--- config.mk ---
export PLATFORM = sky130hd
export DESIGN_NAME = handshake_tx
export DESIGN_NICKNAME = d
export VERILOG_FILES = /design/src/rtl/handshake_tx.sv
export SDC_FILE = /design/constraint.sdc
export NUM_CORES = 1
export LEC_CHECK = 0
export BUFFER_PORTS_ARGS = -buffer_cell sky130_fd_sc_hd__buf_2
export CAP_MARGIN = 40
export CORE_MARGIN = 3
export CORE_UTILIZATION = 30
export DETAILED_ROUTE_END_ITERATION = 6
export GPL_ROUTABILITY_DRIVEN = 0
export GPL_TIMING_DRIVEN = 0
export MAX_ROUTING_LAYER = met4
export PLACE_DENSITY = 0.53
export SETUP_SLACK_MARGIN = 0.3
export SLEW_MARGIN = 20
export SYNTH_ARGS = -nofsm -noshare
export SYNTH_HDL_FRONTEND = slang
export SYNTH_SLANG_ARGS = --single-unit
--- constraint.sdc ---
create_clock -name Clk -period 3.5 [get_ports Clk]
set_input_delay 0.35 -clock Clk [delete_from_list [all_inputs] [get_ports Clk]]
set_output_delay 0.35 -clock Clk [all_outputs]
set_load 0.02 [all_outputs]
--- src/rtl/handshake_tx.sv ---
// Source side of a 4-phase req/ack handshake: takes a word over valid/ready,
// holds it on data_out while req_out is high, and waits on a synchronized ack.
module handshake_tx #(
  parameter int WIDTH       = 10,
  parameter int SYNC_STAGES = 2,
  parameter int TIMEOUT     = 0
) (
  input  logic             Clk,
  input  logic             Reset,
  input  logic             send_valid,
  input  logic [WIDTH-1:0] send_data,
  output logic             send_ready,
  output logic             req_out,
  output logic [WIDTH-1:0] data_out,
  input  logic             ack_in,
  output logic             busy,
  output logic             done,
  output logic             timeout_err
);

  localparam logic [1:0] IDLE = 2'd0;
  localparam logic [1:0] REQ  = 2'd1;
  localparam logic [1:0] REL  = 2'd2;

  localparam int CNT_W = (TIMEOUT > 1) ? $clog2(TIMEOUT) : 1;
  localparam logic [CNT_W-1:0] CNT_LAST = CNT_W'((TIMEOUT > 0) ? TIMEOUT - 1 : 0);

  logic [1:0]             state;
  logic [SYNC_STAGES-1:0] ack_sync;
  logic [CNT_W-1:0]       counter;
  logic                   ack_s;

  // ack_in comes from an unrelated clock domain, so only its synchronized copy is used
  always_ff @(posedge Clk or negedge Reset) begin
    if (!Reset) begin
      ack_sync <= '0;
    end else begin
      ack_sync <= {ack_sync[SYNC_STAGES-2:0], ack_in};
    end
  end

  assign ack_s      = ack_sync[SYNC_STAGES-1];
  assign send_ready = (state == IDLE) && !ack_s && Reset;
  assign busy       = (state != IDLE);

  always_ff @(posedge Clk or negedge Reset) begin
    if (!Reset) begin
      state       <= IDLE;
      req_out     <= 1'b0;
      data_out    <= '0;
      done        <= 1'b0;
      timeout_err <= 1'b0;
      counter     <= '0;
    end else begin
      done        <= 1'b0;
      timeout_err <= 1'b0;
      case (state)
        IDLE: begin
          if (send_valid && send_ready) begin
            data_out <= send_data;
            req_out  <= 1'b1;
            state    <= REQ;
            counter  <= '0;
          end
        end
        REQ: begin
          if (ack_s) begin
            req_out <= 1'b0;
            done    <= 1'b1;
            state   <= REL;
          end else if ((TIMEOUT != 0) && (counter == CNT_LAST)) begin
            req_out     <= 1'b0;
            timeout_err <= 1'b1;
            state       <= REL;
          end else if (counter != {CNT_W{1'b1}}) begin
            counter <= counter + CNT_W'(1);
          end
        end
        REL: begin
          // the far side must drop ack before another word may start
          if (!ack_s) begin
            state <= IDLE;
          end
        end
        default: begin
          state   <= IDLE;
          req_out <= 1'b0;
        end
      endcase
    end
  end

endmodule

=== After elaboration in Yosys (flattened, before gate mapping) ===
Cells that the tools add are included.

* Equality and inequality tests: 5
* Mux-type cells: 9
* Bitwise logic cells: 1
* Reductions and logical operators: 9

{| class="wikitable"
|+ Operator list
! operator !! number
|-
| 2-bit 2-to-1 mux || 3
|-
| 2-bit case mux with 3 select lines || 1
|-
| 3-bit AND reduction || 2
|-
| 1-bit 2-to-1 mux || 4
|-
| 2-bit inequality test, second input constant || 2
|-
| 1-bit logical AND || 3
|-
| 1-bit case mux with 3 select lines || 1
|-
| 2-bit by 1-bit == test with 1-bit output, second input constant || 1
|-
| 2-bit == test, second input constant || 1
|-
| 2-bit zero test || 1
|-
| 2-bit by 1-bit inequality test with 1-bit output, second input constant || 1
|-
| 2-bit AND reduction || 1
|-
| 2-bit nonzero test || 1
|-
| 1-bit zero test || 1
|-
| 1-bit NOT || 1
|}

* Flip-flop bits (word level): 16
* Input port bits: 14
* Output and inout bits: 15
* Logic and storage cells: 29

=== Depth between registers and ports, before layout ===
Gate-level depths: netlist of the first run.

* Depth after elaboration: 6
* Depth in mapped cells: 4
* Gate-level depth less buffers: 3

=== Worst setup path before layout of the first run ===
OpenSTA, ideal clock, no wires.

* Path kind: register to register
* Start: register state[0]
* End: register data_out[1]
* Setup time: 125 ps
* Data arrival time: 1,438 ps
* Required time: 3,375 ps
* Slack: 1,937 ps
* Stages on the path, launching flop included: 5
* Buffers on the path: 1
* Period minus slack after synthesis: 1,563 ps
* Cells stage by stage: dfrtp_1 nor4b_4 nand2_2 buf_6 mux2_4

* Word-level cells in the longest chain between the ends: 5

{| class="wikitable"
|+ RTL lines
! element !! RTL line !! source
|-
| from (decl) || 28 || <nowiki>logic [1:0] state;</nowiki>
|-
| from (signal assigned) || 48 || <nowiki>state <= IDLE;</nowiki>
|-
| from (signal assigned) || 62 || <nowiki>state <= REQ;</nowiki>
|-
| from (signal assigned) || 70 || <nowiki>state <= REL;</nowiki>
|-
| 2-bit zero test || 43 || <nowiki>assign send_ready = (state == IDLE) && !ack_s && Reset;</nowiki>
|-
| 1-bit logical AND (2 in series) || 43 ||
|-
| via send_ready || 12 || <nowiki>output logic send_ready,</nowiki>
|-
| 1-bit logical AND || 59 || <nowiki>if (send_valid && send_ready) begin</nowiki>
|-
| 2-bit AND reduction (no source line) || n/a ||
|-
| to (signal assigned) || 60 || <nowiki>data_out <= send_data;</nowiki>
|-
| to (decl) || 14 || <nowiki>output logic [WIDTH-1:0] data_out,</nowiki>
|}

The timed path passes the listed nets, and every way through them passes these cells.
A chain may end at the register's enable or synchronous reset.

=== Final worst setup path of the first run ===
* Start: input port Reset
* End: output port send_ready

* Word-level cells in the longest chain between the ends: 1

{| class="wikitable"
|+ RTL lines
! element !! RTL line !! source
|-
| from (decl) || 9 || <nowiki>input logic Reset,</nowiki>
|-
| 1-bit logical AND || 43 ||
|-
| to (decl) || 12 ||
|}

No other way between the ends.

==> impl_metrics.yaml, run 1 <==
run_status:
  status: "finished, final reports clean"
clocking:
  path_clk_slew_ns: 0.08
  h-tree-depth: 1
  clkLatencyLatePin_ns: 0.27
  cts_tree: "done"
  clockRootBuffer: "clkbuf_4"
  clkSinkCount: 16
  cts_max_path_buffers: 2
  cts-buffers-inserted: 3
  cts_resized: 0
sta:
  setup_ws_ns: 1.43
  finalSetupTns_ns: 0
  final_hold_viol_count: 0
  slew_viol_final: 0
  grt_setup_unrepaired: "no"
  setup_viol_count_final: 0
  period_minus_slack_ns: 2.07
  finalClockSkew_ns: 0.00332
  fmax_mhz: 482
  fin_crit_sh_pct: 59.2
finish:
  diodes: 0
  areaGrowthSynthToFinish_pct: 33.3
  layout-drive-gt1-share_pct: 63.0
  fin_nets: 88
  utilization_pct: 43.0
drt:
  route.detailed.drc: 0
  drtIter0Drc: 4
  ant_nets: 0
  firstDrtPassIters: 4
  avgRoutedWirePerCell_um: 10.1
  routed_wl_um: 1010
  via_count: 406
  avgViaCountPerCell: 4.06
setup_path:
  crit_path_end_kind: "output port"
  crit_path_max_fanout: 17
  cp-start-kind: "input port"
  worstPathRequired_ns: 3.15
  crit_arrival_ns: 1.72
  crit_type: "in2out"
power_and_ir_drop:
  p_comb_share_pct: 31.9
  clockPowerShare_pct: 21.6
  peakVddDrop_uv: 302
  p_leak_uw: 0.000466
  power.share.switching_pct: 30.2
  net-switching-power_uw: 160
  internal_power_uw: 369
  p_seq_share_pct: 46.5
  powerDensity_nw_per_um2: 615
global_route:
  grt_max_degree: 18
  antenna_found_initial: 0
  grt_util_met3_pct: 4.27
  grt-ovfl-total: 0
  grt_pass1_wl_um: 1600
  use_met1_pct: 10.6
  grt_pass1_vias: 346
  grtUsageMet2_pct: 11.6
  track_usage_pct: 8.36
  top_usage_layer: "met2"
floorplan:
  core_um2: 2000
  rows: 16
  die_w_um: 52.4
  dieArea_um2: 2740
  io_pins: 29
  fp.dieH_um: 52.4
  initial_core_util_pct: 32.2
logic_synthesis:
  synth_cells: 41
  synth_ff_type: "dfrtp_1"
  yosysTopAreaCellShare_pct: 62.0
  synthArstFlopShare_pct: 100
  synth_top_cells_by_area: "dfrtp_1 (62%), mux2_4 (19%), nor4b_4 (3.7%)"
  ys_seq_elements: 16
  synth_area_per_cell_um2: 15.7
  synth_most_common_cell: "dfrtp_1"
  ys_types: 16
  synth-edff-count: 0
  ys_seq_area_share_pct: 62.0
  yosys_warnings: 0
  synth_nets: 55
  synth_common_cells: "dfrtp_1 (16), mux2_4 (8), mux2_2 (2), nand2_1 (2), o21ai_0 (2)"
  yosys.area.top_type: "dfrtp_1"
  netlist_area_um2: 646
flow_run:
  maxCapViolations: 0
placement:
  dp_slack_ns: 1.79
  hpwl_um: 775
  portBuffers: 27
min_path:
  min_path_type: "in2reg"
[power groups by stage]
stage                     Clock [µW]  Sequential (µW)  Combinational [µW]
after CTS                        121              247                 172
after global placement             0              250                 169
after detailed placement           0              250                 170
final                            114              246                 169
after global routing             130              252                 181
after floorplan                    0              297                64.8
[worst max-delay path: stages]
cell,delay [ns]
dlygate4sd3_1,0.52
buf_2,0.33
nor4b_4,0.30
buf_2,0.22
[final timing paths]
kind	cells after the start	slack, ns	from	endpoint
setup / recovery	4	1.43	Reset	send_ready
hold / removal	1	0.18	ack_in	ack_sync[0]
setup reg to reg	4	2.04	state[0]	data_out[1]
hold reg to reg	0	0.35	ack_sync[0]	ack_sync[1]
max in group asynchronous	2	2.72	Reset	data_out[7]
min in group asynchronous	2	0.51	Reset	done
[per-stage QoR]
stage,std cells,cell area [µm²],hold slack [ns],total power (µW)
detailed placement,95,815,0.281,420
global route,100,861,0.162,563
CTS,100,861,0.167,540
floorplan,41,646,0.0544,362
finish,100,861,0.179,529
global placement,95,815,0.289,419
[cells in the final DEF (no fill, tap or decap)]
cell,n
or2b_1,1
nand2_2,1
nand2_1,2
a21oi_1,1
o21ai_0,2
nand2b_1,1
mux2_2,2
buf_6,1
clkbuf_8,1
buf_2,27
nor4b_4,1
dfrtp_1,16
mux2_4,8
or2_2,1
nor2_1,1
dlygate4sd3_1,1
conb_1,1
inv_1,1
clkbuf_4,3
buf_4,1
[layout make-up]
| class | instances | area (µm²) |
|---|---|---|
| sequential | 16 | 400 |
| clock buffer | 4 | 36.3 |
| tap | 27 | 33.8 |
| timing repair buffer | 28 | 145 |
| buffer | 2 | 18.8 |
| inverter | 1 | 3.75 |
| multi-input combinational | 22 | 223 |
| fill | 201 | 1140 |
[cells by family after synthesis]
| family | count (synthesis) | synth area share (%) |
|---|---|---|
| DFF | 16 | 62.0 |
| buffers and inverters | 3 | 3.49 |
| other | 1 | 0.581 |
| muxes | 10 | 22.1 |
| AOI/OAI and AO/OA | 3 | 2.32 |
| and+or+nand+nor | 8 | 9.50 |
[layer usage]
| metal | part of all wire, % | wire length (µm) | up-vias |
|---|---|---|---|
| li1 | - | - | 199 |
| met1 | 46 | 462 | 193 |
| met2 | 47 | 473 | 12 |
| met3 | 5.2 | 52 | 2 |
| met4 | 1.7 | 17 | 0 |
| met5 | 0 | 0 | - |
[state kept, by name, summed over array words and instances, names as in the netlist]
signal,flops
ack_sync,2
data_out,10
done,1
req_out,1
state,2
[timing repair]
item,4_1_cts,5_1_grt
endpoints found under the setup margin,0,0
endpoints found under the hold margin,16,0
hold buffers,1,0
buffers inserted,0,0
Power figures use the tool's default switching activity.
==> inputs of run 2 (changes only) <==
Settings changed: PLACE_DENSITY 0.53 to 0.55.
Clock period 3.5 ns to 1.9 ns, I/O delays scaled along.
==> impl_metrics.yaml, run 2 (synthesis results as in run 1) <==
run_status:
  status: "finished, final reports clean"
clocking:
  clockRootBuffer: "clkbuf_4"
  clkSinkCount: 16
  cts_setup_buffers: 0
  h-tree-depth: 1
  cts_max_path_buffers: 2
  cts_tree: "done"
  path_clk_slew_ns: 0.09
  cts-buffers-inserted: 3
  clkLatencyLatePin_ns: 0.27
placement:
  dpl.cell_count: 95
  portBuffers: 27
  hpwl_um: 843
finish:
  final_cell_count_no_fill: 101
  regMostFlops: "data_out"
  final_common_cell: "buf_2"
  largest_reg_flops: 10
  largestRegisters: "data_out: 10 flops, ack_sync: 2 flops, state: 2 flops"
  most-common-layout-cells: "buf_2 (27), dfrtp_1 (16), mux2_4 (8)"
  diodes: 0
  layout-drive-gt1-share_pct: 62.2
  fin_nets: 89
  areaGrowthSynthToFinish_pct: 34.9
setup_path:
  crit_type: "reg2reg"
  crit_path_end_kind: "flop"
  cp_top_family: "flip-flops"
  critPathMaxStageDelay_ns: 0.43
  crit_buf_inv: 1
  crit_arrival_ns: 1.60
  worstPathCellList: "nor4b_4, nand2_2, buf_6, mux2_4"
  crit_path_max_fanout: 10
  cp-start-kind: "flop"
  slowest_stage: "dfrtp_1"
  worstPathRequired_ns: 2.06
power_and_ir_drop:
  p_leak_uw: 0.000470
  peakVddDrop_uv: 563
  powerDensity_nw_per_um2: 1130
sta:
  final_hold_viol_count: 0
  setup_viol_count_final: 0
  fmax_mhz: 695
  tightest_slew_ns: 0.691
  finalSetupTns_ns: 0
  slew_viol_final: 0
  period_minus_slack_ns: 1.44
  finalClockSkew_ns: 0.000892
  grt_setup_unrepaired: "no"
  slew_headroom_pct: 53.8
  fin_crit_sh_pct: 75.7
drt:
  route.detailed.drc: 0
  via_count: 411
  ant_nets: 0
  routed_wl_um: 1100
  avgRoutedWirePerCell_um: 10.9
  drtIter0Drc: 2
  avgViaCountPerCell: 4.07
  firstDrtPassIters: 2
global_route:
  grt-ovfl-total: 0
  track_usage_pct: 9.64
  grt_max_degree: 17
  antenna_found_initial: 0
  grt_pass1_wl_um: 1780
  grt_pass1_vias: 400
floorplan:
  core_um2: 2000
  die_w_um: 52.4
  rows: 16
  fp.dieH_um: 52.4
  io_pins: 29
  initial_core_util_pct: 32.2
  dieArea_um2: 2740
flow_run:
  maxCapViolations: 0
min_path:
  min_path_type: "in2reg"
-- run 2: cell count changes in the layout (fill, tap and decap cells not counted) --
cell | previous run | this run
dlygate4sd3_1 | 1 | 2
-- run 2: power by group --
group          total, µW  internal, µW  switching [µW]
clock network        212           116            96.0
registers            455           414            40.3
logic                314           151             163
-- run 2: final cells by class --
| cell class | instances | area (µm²) |
|---|---|---|
| Fill cell | 198 | 1130 |
| Timing Repair Buffer | 29 | 155 |
| Sequential cell | 16 | 400 |
| Multi-Input combinational cell | 22 | 223 |
| Inverter | 1 | 3.75 |
| Tap cell | 27 | 33.8 |
| Clock buffer | 4 | 36.3 |
| Buffer | 2 | 18.8 |
-- run 2: worst paths after layout --
| path | from | to | slack (ns) | cells past startpoint |
|---|---|---|---|---|
| max in group asynchronous | Reset | data_out[4] | 0.97 | 2 |
| max | state[0] | data_out[4] | 0.46 | 4 |
| max reg2reg | state[0] | data_out[4] | 0.46 | 4 |
| min in group asynchronous | Reset | done | 0.50 | 2 |
| min | send_data[7] | data_out[7] | 0.14 | 2 |
| min reg2reg | ack_sync[0] | ack_sync[1] | 0.36 | 0 |
-- run 2: stage by stage --
step                util (%)  setup WS, ns  hold WS, ns  cell area [µm²]  power, µW
floorplan                  -         0.337       -0.106              646        667
global placement        40.7         0.351        0.125              815        770
detailed placement      40.7         0.339        0.128              815        778
CTS                     43.0         0.442    0.0000912              861       1000
global route            43.5         0.349        0.119              871       1050
finish                  43.5         0.462        0.141              871        981
-- run 2: routing by layer --
| layer | vias to the layer above | part of all wire (%) | GRT usage, % |
|---|---|---|---|
| met4 | 0 | 2.5 | 7.66 |
| met2 | 16 | 47 | 14.5 |
| li1 | 200 | - | - |
| met5 | - | 0 | - |
| met3 | 2 | 6.6 | 2.56 |
| met1 | 193 | 43 | 10.7 |
-- run 2: worst register-to-register path: cells and delay by family, from the launching register on --
kind / cells / cell delay (ns)
buf+inv: 1 / 0.17
flops: 1 / 0.43
mux: 1 / 0.30
simple gates: 2 / 0.43
-- run 2: timing repair --
action	in CTS	in global routing
hold buffers	1	1
gates resized for setup	0	0
endpoints found under the hold margin	16	1
